File: config.mk
export PLATFORM = sky130hd
export DESIGN_NAME = cdc_sync_filt
export DESIGN_NICKNAME = d
export VERILOG_FILES = /design/src/rtl/cdc_sync_filt.sv
export SDC_FILE = /design/constraint.sdc
export NUM_CORES = 1
export LEC_CHECK = 0
export BUFFER_PORTS_ARGS = -buffer_cell sky130_fd_sc_hd__buf_2
export CAP_MARGIN = 40
export CORE_AREA = 8 8 45 47
export CTS_CLUSTER_DIAMETER = 30
export DETAILED_ROUTE_END_ITERATION = 7
export DIE_AREA = 0 0 53 55
export PLACE_DENSITY = 0.59
export RECOVER_POWER = 100
export REMOVE_ABC_BUFFERS = 1
export SLEW_MARGIN = 20
export SYNTH_ARGS = -nofsm -noshare
export SYNTH_HDL_FRONTEND = slang
export SYNTH_SLANG_ARGS = --single-unit
File: constraint.sdc
create_clock -name clk_i -period 1.9 [get_ports clk_i]
set_clock_uncertainty 0.15 [all_clocks]
set_input_delay 0.38 -clock clk_i [delete_from_list [all_inputs] [get_ports clk_i]]
set_output_delay 0.38 -clock clk_i [all_outputs]
set_load 0.01 [all_outputs]
File: src/rtl/cdc_sync_filt.sv
// cdc_sync_filt: multi-channel synchronizer for asynchronous pins.
// Each channel passes through a STAGE-deep flop chain and then a
// stability filter. The filtered level only changes once the synchronized
// value has disagreed with it for more than filt_thr_i consecutive edges.
// Registered rise/fall pulses mark the cycle the filtered level changes.
// All outputs come straight from flops; no input reaches an output
// combinationally.
module cdc_sync_filt #(
    parameter int unsigned         STAGE    = 2,
    parameter int unsigned         CHANNELS = 1,
    parameter int unsigned         FILT_W   = 4,
    parameter logic [CHANNELS-1:0] RST_VAL  = '0
) (
    input  logic                clk_i,
    input  logic                rst_i,
    input  logic [CHANNELS-1:0] dat_i,
    input  logic [FILT_W-1:0]   filt_thr_i,
    output logic [CHANNELS-1:0] dat_o,
    output logic [CHANNELS-1:0] rise_o,
    output logic [CHANNELS-1:0] fall_o
);

    // A single flop cannot resolve metastability, so a chain shorter than
    // two is refused at elaboration.
    generate
        if (STAGE < 32'd2) begin : g_bad_stage
            $error("cdc_sync_filt: STAGE must be >= 2");
        end
    endgenerate

    logic [STAGE-1:0][CHANNELS-1:0]  sync_q;
    logic [STAGE-1:0][CHANNELS-1:0]  sync_d;
    logic [CHANNELS-1:0][FILT_W-1:0] cnt_q;
    logic [CHANNELS-1:0][FILT_W-1:0] cnt_d;
    logic [CHANNELS-1:0]             dat_q;
    logic [CHANNELS-1:0]             dat_d;
    logic [CHANNELS-1:0]             rise_q;
    logic [CHANNELS-1:0]             rise_d;
    logic [CHANNELS-1:0]             fall_q;
    logic [CHANNELS-1:0]             fall_d;
    logic [CHANNELS-1:0]             sync_lvl_s;

    // Synchronized level as seen by the filter: the last flop of the chain.
    assign sync_lvl_s = sync_q[STAGE-1];

    // Sync chain next state: pure flop-to-flop shift, no logic in between.
    always_comb begin
        sync_d    = sync_q;
        sync_d[0] = dat_i;
        for (int k = 1; k < int'(STAGE); k++) begin
            sync_d[k] = sync_q[k-1];
        end
    end

    // Stability filter: count disagreeing edges, commit the new level once
    // the count has reached the threshold and raise the matching pulse.
    always_comb begin
        cnt_d  = cnt_q;
        dat_d  = dat_q;
        rise_d = {CHANNELS{1'b0}};
        fall_d = {CHANNELS{1'b0}};
        for (int c = 0; c < int'(CHANNELS); c++) begin
            if (sync_lvl_s[c] == dat_q[c]) begin
                // Agreement (or a glitch that ended) discards any partial count.
                cnt_d[c] = {FILT_W{1'b0}};
            end else if (cnt_q[c] >= filt_thr_i) begin
                // Using >= lets a lowered threshold fire on the next edge.
                dat_d[c]  = sync_lvl_s[c];
                cnt_d[c]  = {FILT_W{1'b0}};
                rise_d[c] = sync_lvl_s[c];
                fall_d[c] = ~sync_lvl_s[c];
            end else begin
                // cnt_q < threshold here, so the increment can never wrap.
                cnt_d[c] = cnt_q[c] + FILT_W'(1'b1);
            end
        end
    end

    // State registers with synchronous reset taking priority over everything.
    always_ff @(posedge clk_i) begin
        if (rst_i) begin
            sync_q <= {STAGE{RST_VAL}};
            dat_q  <= RST_VAL;
            cnt_q  <= {(CHANNELS*FILT_W){1'b0}};
            rise_q <= {CHANNELS{1'b0}};
            fall_q <= {CHANNELS{1'b0}};
        end else begin
            sync_q <= sync_d;
            dat_q  <= dat_d;
            cnt_q  <= cnt_d;
            rise_q <= rise_d;
            fall_q <= fall_d;
        end
    end

    assign dat_o  = dat_q;
    assign rise_o = rise_q;
    assign fall_o = fall_q;

endmodule
==> results of run 1 <==
logic make-up after synthesis:
kind of cell | after synthesis
buffers and inverters | 4
AND/OR/NAND/NOR | 15
flip-flops | 9
adder cells (fa/ha/maj) | 5
XOR/XNOR | 2
AO/OA/AOI/OAI | 6
metrics by stage:
stage | cells | setup slack, ns | hold WS (ns)
final | 70 | 0.161 | 0.190
after global routing | 70 | 0.0454 | 0.196
after CTS | 70 | 0.0922 | 0.181
after detailed placement | 66 | 0.0382 | 0.279
after global placement | 66 | 0.0708 | 0.281
after floorplan | 41 | 0.235 | 0.264
worst max path at each step:
stage,from,end,slack (ns),cells after the start
after floorplan,filt_thr_i[0],cnt_q[1],0.24,5
after global placement,filt_thr_i[0],cnt_q[1],0.07,6
after detailed placement,filt_thr_i[0],cnt_q[2],0.04,6
after CTS,cnt_q[0],cnt_q[2],0.09,6
after global routing,cnt_q[0],cnt_q[1],0.05,6
final,cnt_q[0],cnt_q[1],0.16,6
sequential cells by signal (all words and copies together) (netlist names):
name and flops:
cnt_q 4, dat_o 1, fall_o 1, rise_o 1
sync_d 1, sync_lvl_s 1
cell type report:
class / instances / area, um^2 / share of cell area (%)
tap: 16 / 20.0 / 3.95
clock buffer: 4 / 26.3 / 5.19
timing repair buffer: 9 / 40.0 / 7.90
inverter: 4 / 15.0 / 2.96
sequential: 9 / 180 / 35.6
multi-input combinational: 28 / 225 / 44.4
cells in the final DEF (no fill, tap or decap), drive strengths merged:
| cell type | count |
|---|---|
| nand2b | 3 |
| o21ai | 2 |
| nand3 | 1 |
| dfxtp | 9 |
| xor2 | 1 |
| a2111oi | 1 |
| nor2 | 4 |
| or2 | 1 |
| a21oi | 2 |
| nor2b | 2 |
| o21a | 1 |
| and3 | 1 |
| ha | 5 |
| inv | 4 |
| xnor2 | 1 |
| or3b | 1 |
| nor3 | 2 |
| clkbuf | 8 |
| buf | 5 |
power groups by stage:
stage                     Sequential (mW)  Combinational, mW  Clock [mW]
final                               0.193             0.0305       0.141
after global placement              0.198             0.0301           0
after CTS                           0.193             0.0312       0.148
after global routing                0.194             0.0354       0.159
after detailed placement            0.198             0.0311           0
after floorplan                     0.197             0.0207           0
layer usage:
layer / part of all wire (%) / GRT usage [%] / wire length [um]
met1: 48 / 6.11 / 321
met2: 45 / 9.18 / 296
met3: 6.9 / 5.08 / 46
met4: 0 / 1.29 / 0
met5: 0 / 0 / 0
repair_timing:
| action | 4_1_cts | 5_1_grt |
|---|---|---|
| hold buffers | 0 | 0 |
| gates resized for setup | 0 | 1 |
| hold endpoints to repair | 0 | 0 |
| endpoints found under the setup margin | 0 | 4 |
critical path, delay by kind of cell (launching register included):
kind,cells,cell delay (ns)
AOI/OAI and AO/OA,1,0.34
adders and majority gates,1,0.26
DFF,1,0.38
and+or+nand+nor,3,0.50
buffers and inverters,1,0.06
==> out/metrics.cfg, run 1 <==
[logic_synthesis]
synth-simple-area-share_pct=21.4
synth_compound_area_share_pct=13.1
synthAdderAreaFrac_pct=14.9
muxShareOfSynthArea_pct=0
syn_area_um2=420
yosys_most_used_dff=dfxtp_1
synth.avg_cell_area_um2=10.3
yosys.cell_types.count=18
synth_top_area_share_pct=42.9
ys_top_cells_by_area=dfxtp_1 43%, ha_1 15%, a2111oi_4 6.5%
synthCells=41
synth_top_family_by_area=simple AND/OR/NAND/NOR gates
yosys-top-cells-count=9 x dfxtp_1, 5 x ha_1, 4 x inv_1, 4 x nor2_1
synth-edff-count=0
ys_seq_area_share_pct=42.9
yosysWarnings=0
synth_most_common_cell=dfxtp_1
synth-seq-cells=9
yosys.area.top_type=dfxtp_1
ys_async_sr_fraction_pct=0
synthXorXnorAreaFrac_pct=4.17

[sta]
post-route-min-period_ns=1.74
maxSlewViolCount=0
fmax_ghz=0.575
slew-limit-headroom_pct=78.8
worstMarginPinSlew_ns=0.318
rsz0062_at_grt=false
finalHoldViolations=0
setup_viol=0
fin_crit_sh_pct=91.5
fin_setup_tns_ns=0

[routing]
antenna_left=0
vias=306
viasPerCell=4.37
dr.pass1.iters=4
drc=0
wl_per_cell_um=9.49
routed_wl_um=664
drtIter0Drc=1

[setup_path]
required_ns=1.95
regToRegStartpoint=cnt_q[0]
slowest_stage=dfxtp_1
path_cells=inv_1, ha_1, nand2b_4, a2111oi_4, or2_1, and3_1
criticalPathCategory=register to register
reg2reg_slack_ns=0.16
worst_setup_path_start_kind=register
r2r_end=cnt_q[1]
critPathArrivalTime_ns=1.79
worstSetupEndpointType=register
max_stage_delay_ns=0.38
rr_worst_depth=6
critPathMaxFanout=4

[min_path]
whs_path_depth=2
hold_class=input pin to register
min_from=dat_i
hold_path_end=sync_d[1]

[cells_and_area]
fin_area_um2=507
fin_nets=67
final_layout_size_suffix_gt1_share_pct=18.5
diodes=0
area_growth_syn_to_layout_pct=20.5
fillCellCount=147
final_core_util_pct=36.6

[floorplan]
die_h_um=55
io_pins=10
start_util_pct=30.4
rows=14
die_w_um=53
dieArea_um2=2920
core_um2=1380

[place]
io_buffers=9
place.gp.congestion=0.647
placed_cell_area_um2=485
post-dp-hpwl_um=547

[clock_tree]
cts_buffer_depth=2
h-tree-depth=1
postCtsSetupBuffers=0
clockRootBuffer=clkbuf_4
clock_sinks=9
cts_tree=done
clkLatencyLatePin_ns=0.25
cts_buffers=3
clk_pin_slew_ns=0.06

[power]
p_sw_mw=0.0752
pwr-share-seq_pct=53.0
powerDensity_nw_per_um2=719
worst_ir_drop_vdd_mv=0.557
comb_power_share_pct=8.4
sw_frac_of_total_pct=20.6
clkPwrFrac_pct=38.6
power.leakage_nw=0.220
internal-power_mw=0.289
p_total_mw=0.365

[global_route]
grt_pass1_wl_mm=1.28
antenna_found_initial=0
grt_pass1_vias=319
grt_max_degree=7
grtUsageTotal_pct=5.97
gr-total-overflow=0

[outcome]
status=finished clean

[job]
drv_cap=0

No activity file was read; power rests on OpenSTA's default activity.
==> run 2, diff against run 1 <==
--- a/config.mk
+++ b/config.mk
@@ -14,6 +14,7 @@
 export PLACE_DENSITY = 0.59
 export RECOVER_POWER = 100
 export REMOVE_ABC_BUFFERS = 1
+export SETUP_SLACK_MARGIN = 0.3
 export SLEW_MARGIN = 20
 export SYNTH_ARGS = -nofsm -noshare
 export SYNTH_HDL_FRONTEND = slang
==> out/metrics.cfg, run 2 (synthesis results as in run 1) <==
[outcome]
status=finished clean

[floorplan]
start_util_pct=30.4  ; unchanged
die_h_um=55  ; unchanged
core_um2=1380  ; unchanged
io_pins=10  ; unchanged
rows=14  ; unchanged
dieArea_um2=2920  ; unchanged
die_w_um=53  ; unchanged

[clock_tree]
clk_pin_slew_ns=0.06  ; about the same
h-tree-depth=1  ; unchanged
cts_buffer_depth=2  ; unchanged
clkLatencyLatePin_ns=0.25  ; about the same
clockRootBuffer=clkbuf_4
clock_sinks=9  ; unchanged
cts_tree=done
cts_buffers=3  ; unchanged

[place]
dp.cells=66  ; unchanged
pre_cts_slack_ns=0.0382  ; unchanged
io_buffers=9  ; unchanged
post-dp-hpwl_um=547  ; unchanged
place.gp.congestion=0.647  ; unchanged

[cells_and_area]
fin_nets=68  ; +1.5%
largest_reg_flops=4  ; unchanged
diodes=0  ; unchanged
final_layout_size_suffix_gt1_share_pct=23.6  ; +5.1 points
mostFrequentLayoutCells=8 x dfxtp_1, 5 x clkbuf_1, 5 x buf_2
final_cells=71  ; +1.4%
area_growth_syn_to_layout_pct=25.6
final_common_cell=dfxtp_1
regMostFlops=cnt_q
fillCellCount=148  ; +0.68%

[setup_path]
critPathArrivalTime_ns=1.74  ; -0.05 ns
max_stage_delay_ns=0.34  ; -0.04 ns
worstSetupEndpointType=register
critPathMaxFanout=4  ; unchanged
worst_setup_path_start_kind=register
slowest_stage=a2111oi_4
path_cells=inv_1, ha_4, nand2b_4, a2111oi_4, or2_0, and3_1
reg2reg_slack_ns=0.20  ; +0.04 ns
required_ns=1.95  ; about the same
criticalPathCategory=register to register

[routing]
routed_wl_um=717  ; +8.0%
viasPerCell=4.52  ; +3.4%
dr.pass1.iters=2  ; -2
vias=321  ; +4.9%
wl_per_cell_um=10.1  ; +6.5%
drc=0  ; unchanged
drtIter0Drc=1  ; unchanged
antenna_left=0  ; unchanged

[power]
worst_ir_drop_vdd_mv=0.559  ; +0.33%
power.leakage_nw=0.226  ; +3.1%
p_total_mw=0.367  ; +0.74%
powerDensity_nw_per_um2=696  ; -3.3%

[sta]
rsz0062_at_grt=true
fin_setup_tns_ns=0  ; unchanged
finalHoldViolations=0  ; unchanged
fmax_ghz=0.590  ; +2.5%
fin_crit_sh_pct=89.2  ; -2.3 points
maxSlewViolCount=0  ; unchanged
setup_viol=0  ; unchanged
slew-limit-headroom_pct=78.1  ; -0.69 points
worstMarginPinSlew_ns=0.325  ; +0.00684 ns
worst_slack_ns=0.204  ; +0.0429 ns
post-route-min-period_ns=1.70  ; -0.0429 ns

[global_route]
antenna_found_initial=0  ; unchanged
gr-total-overflow=0  ; unchanged
grt.busiest_layer=met2
use_met1_pct=6.11  ; unchanged
grtUsageTotal_pct=6.46  ; +0.49 points
grt_pass1_vias=345  ; +8.2%
use_met2_pct=10.9  ; +1.8 points
grt_pass1_wl_mm=1.37  ; +7.6%
grtUsageMet3_pct=5.08  ; unchanged
grt_max_degree=7  ; unchanged

[min_path]
hold_class=input pin to register

[job]
drv_cap=0  ; unchanged

[run 2: cell types whose count changed in the layout (fill, tap and decap cells not counted), sizes merged]
cell and change:
buf +1
[run 2: layout make-up]
type	instances	area, um^2	area share (%)
clock buffers	4	26.3	4.98
inverters	4	15.0	2.84
multi-input cells	28	238	45.0
flip-flops and latches	9	181	34.4
well taps	16	20.0	3.79
repair buffers	10	47.5	9.00
[run 2: what timing repair did]
item / in CTS / in global routing
endpoints found under the hold margin: 0 / 0
resized for setup: 4 / 0
buffers inserted: 1 / 0
endpoints found under the setup margin: 7 / 7
hold buffers: 0 / 0
pin swaps: 4 / 0
[run 2: routing by layer]
layer	vias to the layer above	wire, um
met5	-	0
li1	167	-
met2	8	353
met3	0	54
met1	146	309
met4	0	0
[run 2: where the power goes]
part           switching, mW  leakage, nW  internal [mW]
registers            0.00124       0.0735          0.192
logic                 0.0152        0.138         0.0195
clock network         0.0590       0.0150         0.0804
[run 2: metrics by stage]
step	utilization [%]	hold slack [ns]	instance area, um^2
after floorplan	-	0.264	420
after global placement	35.1	0.281	485
after detailed placement	35.1	0.279	485
after CTS	38.5	0.181	533
after global routing	38.2	0.196	528
final	38.2	0.191	528
[run 2: critical path: cells and delay by family, from the launching register on]
| family | cells | cell delay, ns |
|---|---|---|
| DFF | 1 | 0.32 |
| buffers and inverters | 1 | 0.06 |
| AOI/OAI and AO/OA | 1 | 0.34 |
| adders and majority gates | 1 | 0.23 |
| and+or+nand+nor | 3 | 0.53 |
[run 2: path summary, 6_finish.rpt]
check,start,endpoint,cells after the start
min reg2reg,sync_d[1],sync_lvl_s,1
max reg2reg,cnt_q[0],cnt_q[1],6
max,cnt_q[0],cnt_q[1],6
min,dat_i,sync_d[1],2
==> run 3, diff against run 2 <==
--- a/config.mk
+++ b/config.mk
@@ -11,7 +11,7 @@
 export CTS_CLUSTER_DIAMETER = 30
 export DETAILED_ROUTE_END_ITERATION = 7
 export DIE_AREA = 0 0 53 55
-export PLACE_DENSITY = 0.59
+export PLACE_DENSITY = 0.57
 export RECOVER_POWER = 100
 export REMOVE_ABC_BUFFERS = 1
 export SETUP_SLACK_MARGIN = 0.3
==> out/metrics.cfg, run 3 (synthesis results as in run 1) <==
[cells_and_area]
largest_reg_flops=4  ; unchanged
regMostFlops=cnt_q
fin_nets=68  ; unchanged
final_layout_size_suffix_gt1_share_pct=23.6  ; unchanged
mostFrequentLayoutCells=9 x dfxtp_1, 6 x buf_2
area_growth_syn_to_layout_pct=25.6  ; unchanged
diodes=0  ; unchanged
fillCellCount=143  ; -3.4%
final_common_cell=dfxtp_1

[setup_path]
worst_setup_path_start_kind=register
max_stage_delay_ns=0.35  ; about the same
critPathMaxFanout=4  ; unchanged
critPathArrivalTime_ns=1.74  ; about the same
required_ns=1.95  ; about the same
path_buf_inv=1  ; unchanged
criticalPathCategory=register to register
path_cells=inv_1, ha_4, nand2b_4, a2111oi_4, or2_0, and3_1
path_delay_family=simple AND/OR/NAND/NOR gates
reg2reg_slack_ns=0.21  ; about the same
worstSetupEndpointType=register
slowest_stage=a2111oi_4

[sta]
slew-limit-headroom_pct=79.1  ; +0.97 points
maxSlewViolCount=0  ; unchanged
finalHoldViolations=0  ; unchanged
fin_crit_sh_pct=89.0  ; -0.23 points
post-route-min-period_ns=1.69  ; -0.00446 ns
setup_viol=0  ; unchanged
worstMarginPinSlew_ns=0.311  ; -0.0145 ns
fmax_ghz=0.591  ; +0.26%
rsz0062_at_grt=true
fin_setup_tns_ns=0  ; unchanged

[floorplan]
rows=14  ; unchanged
die_h_um=55  ; unchanged
core_um2=1380  ; unchanged
die_w_um=53  ; unchanged
start_util_pct=30.4  ; unchanged
dieArea_um2=2920  ; unchanged
io_pins=10  ; unchanged

[global_route]
gr-total-overflow=0  ; unchanged
antenna_found_initial=0  ; unchanged
grtUsageTotal_pct=5.42  ; -1.0 points
grt_max_degree=7  ; unchanged
grt_pass1_vias=287  ; -17%
grt_pass1_wl_mm=1.12  ; -19%

[power]
p_total_mw=0.375  ; +2.0%
internal-power_mw=0.292  ; about the same
sw_frac_of_total_pct=22.1  ; +1.6 points
worst_ir_drop_vdd_mv=0.467  ; -16%
comb_power_share_pct=9.1  ; -0.4 points
pwr-share-seq_pct=51.5  ; -1.1 points
power.leakage_nw=0.229  ; +1.0%
powerDensity_nw_per_um2=710  ; +2.0%
p_sw_mw=0.0829  ; +9.9%
clkPwrFrac_pct=39.4  ; +1.5 points

[routing]
antenna_left=0  ; unchanged
viasPerCell=4.35  ; -3.7%
routed_wl_um=712  ; -0.70%
drtIter0Drc=3  ; +2
wl_met1_um=308  ; -0.32%
route.met3.wl_um=64  ; +19%
dr.pass1.iters=3  ; +1
maxUsedRoutingLayer=met3
drc=0  ; unchanged
vias=309  ; -3.7%
wl_per_cell_um=10.0  ; -0.70%
wl_met2_um=340  ; -3.7%

[clock_tree]
clkLatencyLatePin_ns=0.26  ; about the same
clockRootBuffer=clkbuf_4
h-tree-depth=1  ; unchanged
cts_buffer_depth=2  ; unchanged
clk_pin_slew_ns=0.06  ; about the same
cts_buffers=3  ; unchanged
cts_tree=done
postCtsHoldBufs=0  ; unchanged
clock_sinks=9  ; unchanged

[place]
io_buffers=9  ; unchanged
post-dp-hpwl_um=560  ; +2.4%
place.gp.congestion=0.676  ; +4.5%

[min_path]
hold_class=input pin to register

[job]
drv_cap=0  ; unchanged

[outcome]
status=finished clean

==> run 3: per-stage QoR <==
stage | cells | hold slack [ns] | cell area (um^2) | setup slack (ns) | utilization (%)
after floorplan | 41 | 0.264 | 420 | 0.235 | -
after global placement | 66 | 0.278 | 485 | 0.0382 | 35.1
after detailed placement | 66 | 0.280 | 485 | 0.0210 | 35.1
after CTS | 71 | 0.180 | 533 | 0.251 | 38.5
after global routing | 71 | 0.177 | 528 | 0.0886 | 38.2
final | 71 | 0.182 | 528 | 0.209 | 38.2
==> run 3: worst paths after layout <==
| check | to | start | cells past startpoint |
|---|---|---|---|
| setup / recovery | cnt_q[1] | cnt_q[0] | 6 |
| setup reg to reg | cnt_q[1] | cnt_q[0] | 6 |
| hold / removal | sync_d[1] | dat_i | 2 |
| hold reg to reg | sync_lvl_s | sync_d[1] | 1 |
==> run 3: per-layer routing <==
| metal | up-vias | GRT usage, % |
|---|---|---|
| li1 | 165 | - |
| met1 | 136 | 5.19 |
| met2 | 8 | 8.59 |
| met3 | 0 | 4.81 |
| met4 | 0 | 1.29 |
| met5 | - | 0 |
==> run 3: area by class of cell <==
class | count | area, um^2 | area share [%]
multi-input cells | 28 | 238 | 45.0
flip-flops and latches | 9 | 180 | 34.1
repair buffers | 10 | 48.8 | 9.24
clock buffers | 4 | 26.3 | 4.98
well taps | 16 | 20.0 | 3.79
inverters | 4 | 15.0 | 2.84
==> run 3: power by group through the flow <==
stage	logic [mW]	clock network, mW	registers, mW
detailed placement	0.0312	0	0.198
CTS	0.0354	0.155	0.193
floorplan	0.0207	0	0.197
finish	0.0339	0.148	0.193
global route	0.0377	0.164	0.193
global placement	0.0303	0	0.198
==> run 3: timing repair <==
action	CTS	global route
setup buffers	1	0
pin swaps	4	0
resized for setup	4	0
setup endpoints to repair	7	7
endpoints found under the hold margin	0	0
